[src/rtl/miriscv_instr_fetch.sv]
// miriscv_instr_fetch
//   Instruction fetch stage. Issues sequential word requests to instruction
//   memory (req/gnt/rvalid, at most 2 outstanding), buffers responses in a
//   2-entry FIFO feeding decode, and handles redirects (force) and kills.
//   In-flight responses that belong to a flushed stream are dropped.
//
// Ports
//   clk_i, arstn_i               clock, asynchronous active-low reset
//   cu_stall_f_i                 decode not accepting; FIFO head held
//   cu_kill_f_i                  flush, restart at oldest unconsumed PC
//   cu_force_pc_i/_target_i      flush, restart at target (wins over kill)
//   instr_req_o/addr_o/gnt_i     memory request channel
//   instr_rvalid_i/rdata_i       memory response channel (in order)
//   f_valid_o/instr_o            FIFO head to decode
//   f_current_pc_o/next_pc_o     head PC and head PC + 4
module miriscv_instr_fetch #(
    parameter int unsigned     XLEN     = 32,
    parameter int unsigned     ILEN     = 32,
    parameter logic [XLEN-1:0] RESET_PC = 32'h8000_0000
) (
    input  logic            clk_i,
    input  logic            arstn_i,
    input  logic            cu_stall_f_i,
    input  logic            cu_kill_f_i,
    input  logic            cu_force_pc_i,
    input  logic [XLEN-1:0] cu_force_pc_target_i,
    output logic            instr_req_o,
    output logic [XLEN-1:0] instr_addr_o,
    input  logic            instr_gnt_i,
    input  logic            instr_rvalid_i,
    input  logic [ILEN-1:0] instr_rdata_i,
    output logic            f_valid_o,
    output logic [ILEN-1:0] f_instr_o,
    output logic [XLEN-1:0] f_current_pc_o,
    output logic [XLEN-1:0] f_next_pc_o
);

    logic [XLEN-1:0] fetch_pc;
    logic [1:0]      out_cnt;
    logic [1:0]      discard_cnt;
    logic [1:0]      fifo_cnt;

    // PCs of granted-but-unanswered requests, oldest in slot 0
    logic [XLEN-1:0] inf_pc     [2];
    // FIFO, head in slot 0; next PC stored so outputs come straight from flops
    logic [ILEN-1:0] fifo_instr [2];
    logic [XLEN-1:0] fifo_pc    [2];
    logic [XLEN-1:0] fifo_npc   [2];

    logic            flush;
    logic            pop_req;
    logic            pop;
    logic            gnt_acc;
    logic            rv;
    logic            drop;
    logic            push;
    logic [1:0]      live;
    logic [1:0]      cnt_after_pop;
    logic [1:0]      inf_slot;
    logic [2:0]      occ;
    logic [XLEN-1:0] kill_pc;

    assign flush         = cu_force_pc_i | cu_kill_f_i;
    assign pop_req       = f_valid_o & ~cu_stall_f_i;
    // the head is never consumed in a flush cycle
    assign pop           = pop_req & ~flush;
    assign live          = out_cnt - discard_cnt;
    assign occ           = {1'b0, live} + {1'b0, fifo_cnt} - {2'b00, pop_req};
    assign instr_req_o   = arstn_i & ~flush & (out_cnt < 2'd2) & (occ < 3'd2);
    assign instr_addr_o  = fetch_pc;
    assign gnt_acc       = instr_req_o & instr_gnt_i;
    // a response with nothing outstanding is ignored
    assign rv            = instr_rvalid_i & (out_cnt != 2'd0);
    assign drop          = rv & (discard_cnt != 2'd0);
    assign push          = rv & ~drop & ~flush;
    assign cnt_after_pop = fifo_cnt - {1'b0, pop};
    assign inf_slot      = out_cnt - {1'b0, rv};

    assign f_valid_o      = (fifo_cnt != 2'd0);
    assign f_instr_o      = fifo_instr[0];
    assign f_current_pc_o = fifo_pc[0];
    assign f_next_pc_o    = fifo_npc[0];

    // Oldest unconsumed PC: FIFO head, else first live in-flight, else fetch_pc.
    // Live entries sit behind the discarded ones in the in-flight queue.
    always_comb begin
        kill_pc = fetch_pc;
        if (fifo_cnt != 2'd0) begin
            kill_pc = fifo_pc[0];
        end else if (live != 2'd0) begin
            kill_pc = discard_cnt[0] ? inf_pc[1] : inf_pc[0];
        end
    end

    always_ff @(posedge clk_i or negedge arstn_i) begin
        if (!arstn_i) begin
            fetch_pc    <= RESET_PC;
            out_cnt     <= '0;
            discard_cnt <= '0;
            fifo_cnt    <= '0;
            for (int unsigned i = 0; i < 2; i++) begin
                inf_pc[i]     <= '0;
                fifo_instr[i] <= '0;
                fifo_pc[i]    <= '0;
                fifo_npc[i]   <= '0;
            end
        end else begin
            out_cnt <= out_cnt + {1'b0, gnt_acc} - {1'b0, rv};

            if (rv) begin
                inf_pc[0] <= inf_pc[1];
            end
            if (gnt_acc) begin
                inf_pc[inf_slot[0]] <= fetch_pc;
            end

            if (flush) begin
                fifo_cnt    <= '0;
                discard_cnt <= out_cnt - {1'b0, rv} + {1'b0, gnt_acc};
                fetch_pc    <= cu_force_pc_i ? cu_force_pc_target_i : kill_pc;
            end else begin
                if (drop) begin
                    discard_cnt <= discard_cnt - 2'd1;
                end
                if (gnt_acc) begin
                    fetch_pc <= fetch_pc + XLEN'(4);
                end
                if (pop) begin
                    fifo_instr[0] <= fifo_instr[1];
                    fifo_pc[0]    <= fifo_pc[1];
                    fifo_npc[0]   <= fifo_npc[1];
                end
                // push lands after the shift, so it overrides slot 0 when needed
                if (push) begin
                    fifo_instr[cnt_after_pop[0]] <= instr_rdata_i;
                    fifo_pc[cnt_after_pop[0]]    <= inf_pc[0];
                    fifo_npc[cnt_after_pop[0]]   <= inf_pc[0] + XLEN'(4);
                end
                fifo_cnt <= cnt_after_pop + {1'b0, push};
            end
        end
    end

    a_no_orphan_rvalid: assert property (@(posedge clk_i) disable iff (!arstn_i)
        instr_rvalid_i |-> (out_cnt != 2'd0));
    a_gnt_needs_req: assert property (@(posedge clk_i) disable iff (!arstn_i)
        instr_gnt_i |-> instr_req_o);
    a_fifo_no_overflow: assert property (@(posedge clk_i) disable iff (!arstn_i)
        push |-> (cnt_after_pop != 2'd2));

endmodule
[config.mk]
export PLATFORM = sky130hd
export DESIGN_NAME = miriscv_instr_fetch
export DESIGN_NICKNAME = d
export VERILOG_FILES = /design/src/rtl/miriscv_instr_fetch.sv
export SDC_FILE = /design/constraint.sdc
export NUM_CORES = 1
export LEC_CHECK = 0
export CORE_MARGIN = 5
export CORE_UTILIZATION = 55
export CTS_BUF_LIST = sky130_fd_sc_hd__clkbuf_4 sky130_fd_sc_hd__clkbuf_8
export DETAILED_ROUTE_END_ITERATION = 8
export GPL_ROUTABILITY_DRIVEN = 0
export PLACE_DENSITY = 0.8
export RECOVER_POWER = 100
export SLEW_MARGIN = 20
export SYNTH_ARGS = -nofsm -noshare
export SYNTH_HDL_FRONTEND = slang
export SYNTH_SLANG_ARGS = --single-unit
[constraint.sdc]
create_clock -name clk_i -period 11.45 [get_ports clk_i]
set_clock_uncertainty 0.2 [all_clocks]
set_input_delay 3.435 -clock clk_i [delete_from_list [all_inputs] [get_ports clk_i]]
set_output_delay 3.435 -clock clk_i [all_outputs]
set_load 0.01 [all_outputs]
==> run summary <==
Post-Syn Nets: 1685
crit start category: input port
Post-synth EDFFs: 0
synth warn: 0
largest net degree at the start of global routing: 98
share of cells above drive strength 1: 9.043%
CP Cell Sequence: dlygate4sd3_1 -> nor2_1 -> ha_1 -> nand2b_1 -> fa_1 -> nand3b_1 -> nor3_1 -> dlygate4sd3_1
FFs w/ async S/R, synth: 100.0%
multi-input combinational cell area: 6198 µm²
DP Worst Slack: 1.747 ns
DR WL/cell: 19.67 µm
Final Hold Fails: 0
FF+latch count, synth: 292
fin crit period: 9.940 ns
outcome: finished with violations
die area: 30390 µm²
Pleak: 8.049 nW
data arrival time of the worst path: 6.30 ns
CTS tree: done
crit path capture: instr_req_o
post-synth top area cell: dfrtp_1
Compound-Gate Fraction of Synth Area: 15.60%
worst skew pair latency: 0.56 ns
vias in the first global route: 11850
CTS resizes: 0
Post-Synth Simple-Gate Area: 15.54%
Clock Path Buffers: 3
P&R area growth vs syn: 15.18%
worst setup margin: 1.510 ns
Top Ports: 201
Slew HR: -134.3%
Seq/Total Area, Yosys: 49.20%
drt first-iter violations: 1256
Avg Inst Size Synth: 9.278 µm²
DRT antenna net count: 0
Setup TNS: 0 ns
first-pass GRT wire length: 64580 µm
RSZ-0062 raised after global routing: false
Die W: 174.3 µm
CP top delay family: buffers and inverters
max frequency: 100.6 MHz
post-synthesis adder-cell area fraction: 1.146%
initial antenna violation count: 0
clk root buf: clkbuf_8
total wire length: 39980 µm
area share of the largest cell type after synthesis: 49.02%
Remaining Overflow, GRT: 0
max-slew violation count: 454
Crit Reg-Reg Endpoint: f_instr_o[20]
gr usage total: 25.86%
worst endpoint required time: 7.82 ns
postcts setup bufs: 0
max-cap violation count: 8
Residual DRC: 0
mux contribution to synthesized area: 7.337%
kind of critical path: input port to output pin
Placed Instances: 1949
main combinational cell family by area after synthesis: compound AO/OA/AOI/OAI gates
final cell count without fillers: 2033
crit path from: cu_stall_f_i
Core Region: 26800 µm²
Max VDD drop: 0.1329 mV
number of stages on the worst setup path: 8
starting density of the core: 55.42%
endpoints failing setup: 0
synthesized instance count: 1601
# hold bufs at CTS: 0
synth unique cells: 69
Slew @ Worst Pin: 3.515 ns
Reg area: 7310 µm²
most used cell, CP: dlygate4sd3_1
number of fill cells: 2175
Setup crit end kind: output pin
top_reg_cell synth: dfrtp_1
Pre-antenna DRT Iters: 6
# rows: 60
worst reg2reg path startpoint: fifo_cnt[1]
Synth Area in XOR/XNOR: 2.283%
worst reg2reg path depth: 9
clk sinks: 292
pwr dens: 222.0 nW/µm²
final layout net count: 1742
Port Buffers: 200
Ant. Diodes: 0
vias per inst: 5.952
max incr delay on CP: 0.67 ns
total CTS buffers: 48
Final Cycle Share: 86.81%
flop-to-flop setup slack: 4.71 ns
worst hold-check path type: register to register
worst path bufs/invs: 2
synth top area cells: dfrtp_1 49%, nand2_1 7.9%, buf_4 5.0%
synthesized area: 14850 µm²
critical path peak fanout: 4
height of the die: 174.3 µm
clock slew seen by the registers of the worst setup and hold paths: 0.05 ns
Crit-path slowest cell: dlygate4sd3_1
vias: 12100
failing checks: capacitance limit, slew limit
detailed placer's ending HPWL: 26290 µm
CTS H-tree depth: 2
Tot Pwr: 0.003797 W
## per-stage QoR
step / instance area, µm² / hold slack, ns / util (%)
2_1_floorplan: 14850 / 0.2444 / -
3_3_place_gp: 16210 / 0.2550 / 60.50
3_5_place_dp: 16210 / 0.2647 / 60.50
4_1_cts: 17180 / 0.2797 / 64.12
5_1_grt: 17110 / 0.2968 / 63.84
6_report: 17110 / 0.2747 / 63.84
## final cells by class
type	count	share of cell area, %
sequential	292	42.72
multi-input combinational	1075	36.23
timing repair buffer	218	12.38
clock buffer	75	5.375
tap	341	2.494
inverter	23	0.5046
clock inverter	9	0.2925
## report_power, final
part / switching (W) / total (W) / leakage [nW] / internal [W]
Clock: 0.000409 / 0.000918 / 0.520 / 0.000509
Combinational: 0.000570 / 0.00117 / 3.62 / 0.000603
Sequential: 0.000397 / 0.00171 / 3.91 / 0.00131
## cells by family after synthesis
family,Yosys count
AND/OR/NAND/NOR,540
AO/OA/AOI/OAI,381
flip-flops,292
buffers and inverters,234
multiplexers,104
XOR/XNOR,37
adder cells (fa/ha/maj),13
## Yosys cell counts (7+ instances only)
master,instances
and3_1,11
inv_1,22
clkbuf_1,59
nand4_1,12
xnor2_1,14
a22o_1,7
nor3_1,9
xor2_1,22
a21oi_1,61
o22ai_1,74
buf_2,39
nand2_1,311
nor2_1,140
ha_1,12
o21ai_0,147
nand3_1,24
mux2_2,39
a22oi_1,30
o31a_1,7
mux2i_1,65
buf_4,99
dfrtp_1,291
## placed cells by master (no fill, tap or decap), drive strengths merged, types with 13 or more instances in the layout
cell / Yosys / layout
a21oi: 61 / 61
dfrtp: 291 / 291
dlygate4sd3: 0 / 131
mux2i: 65 / 65
nand3: 24 / 24
inv: 22 / 22
xor2: 22 / 22
xnor2: 14 / 14
a22oi: 30 / 30
clkbuf: 65 / 83
nand2: 311 / 311
nor2: 141 / 141
clkdlybuf4s50: 0 / 68
o22ai: 74 / 74
o21ai: 154 / 154
mux2: 39 / 39
nor3: 13 / 13
## metal layers
metal | up-vias | share of wire [%] | global-route usage [%]
met4 | 0 | 2.7 | 7.918
met3 | 78 | 9.4 | 5.133
met1 | 5825 | 43 | 38.60
met5 | - | 0 | 0
li1 | 5576 | - | -
met2 | 621 | 45 | 38.32
## how the worst min path moves through the flow
stage	startpoint	end	cells after the start
after floorplan	register	register	2
after global placement	register	register	2
after detailed placement	register	register	2
after CTS	register	register	2
after global routing	register	register	2
final	register	register	2
## worst register-to-register path: cells and delay by family (launching register included)
| family | cells | cell delay [ns] |
|---|---|---|
| fa+ha+maj | 1 | 0.35 |
| simple gates | 5 | 2.32 |
| buf+inv | 2 | 2.84 |
| flops | 1 | 0.79 |
| compound gates | 1 | 0.16 |
(Power assumes the default switching activity.)
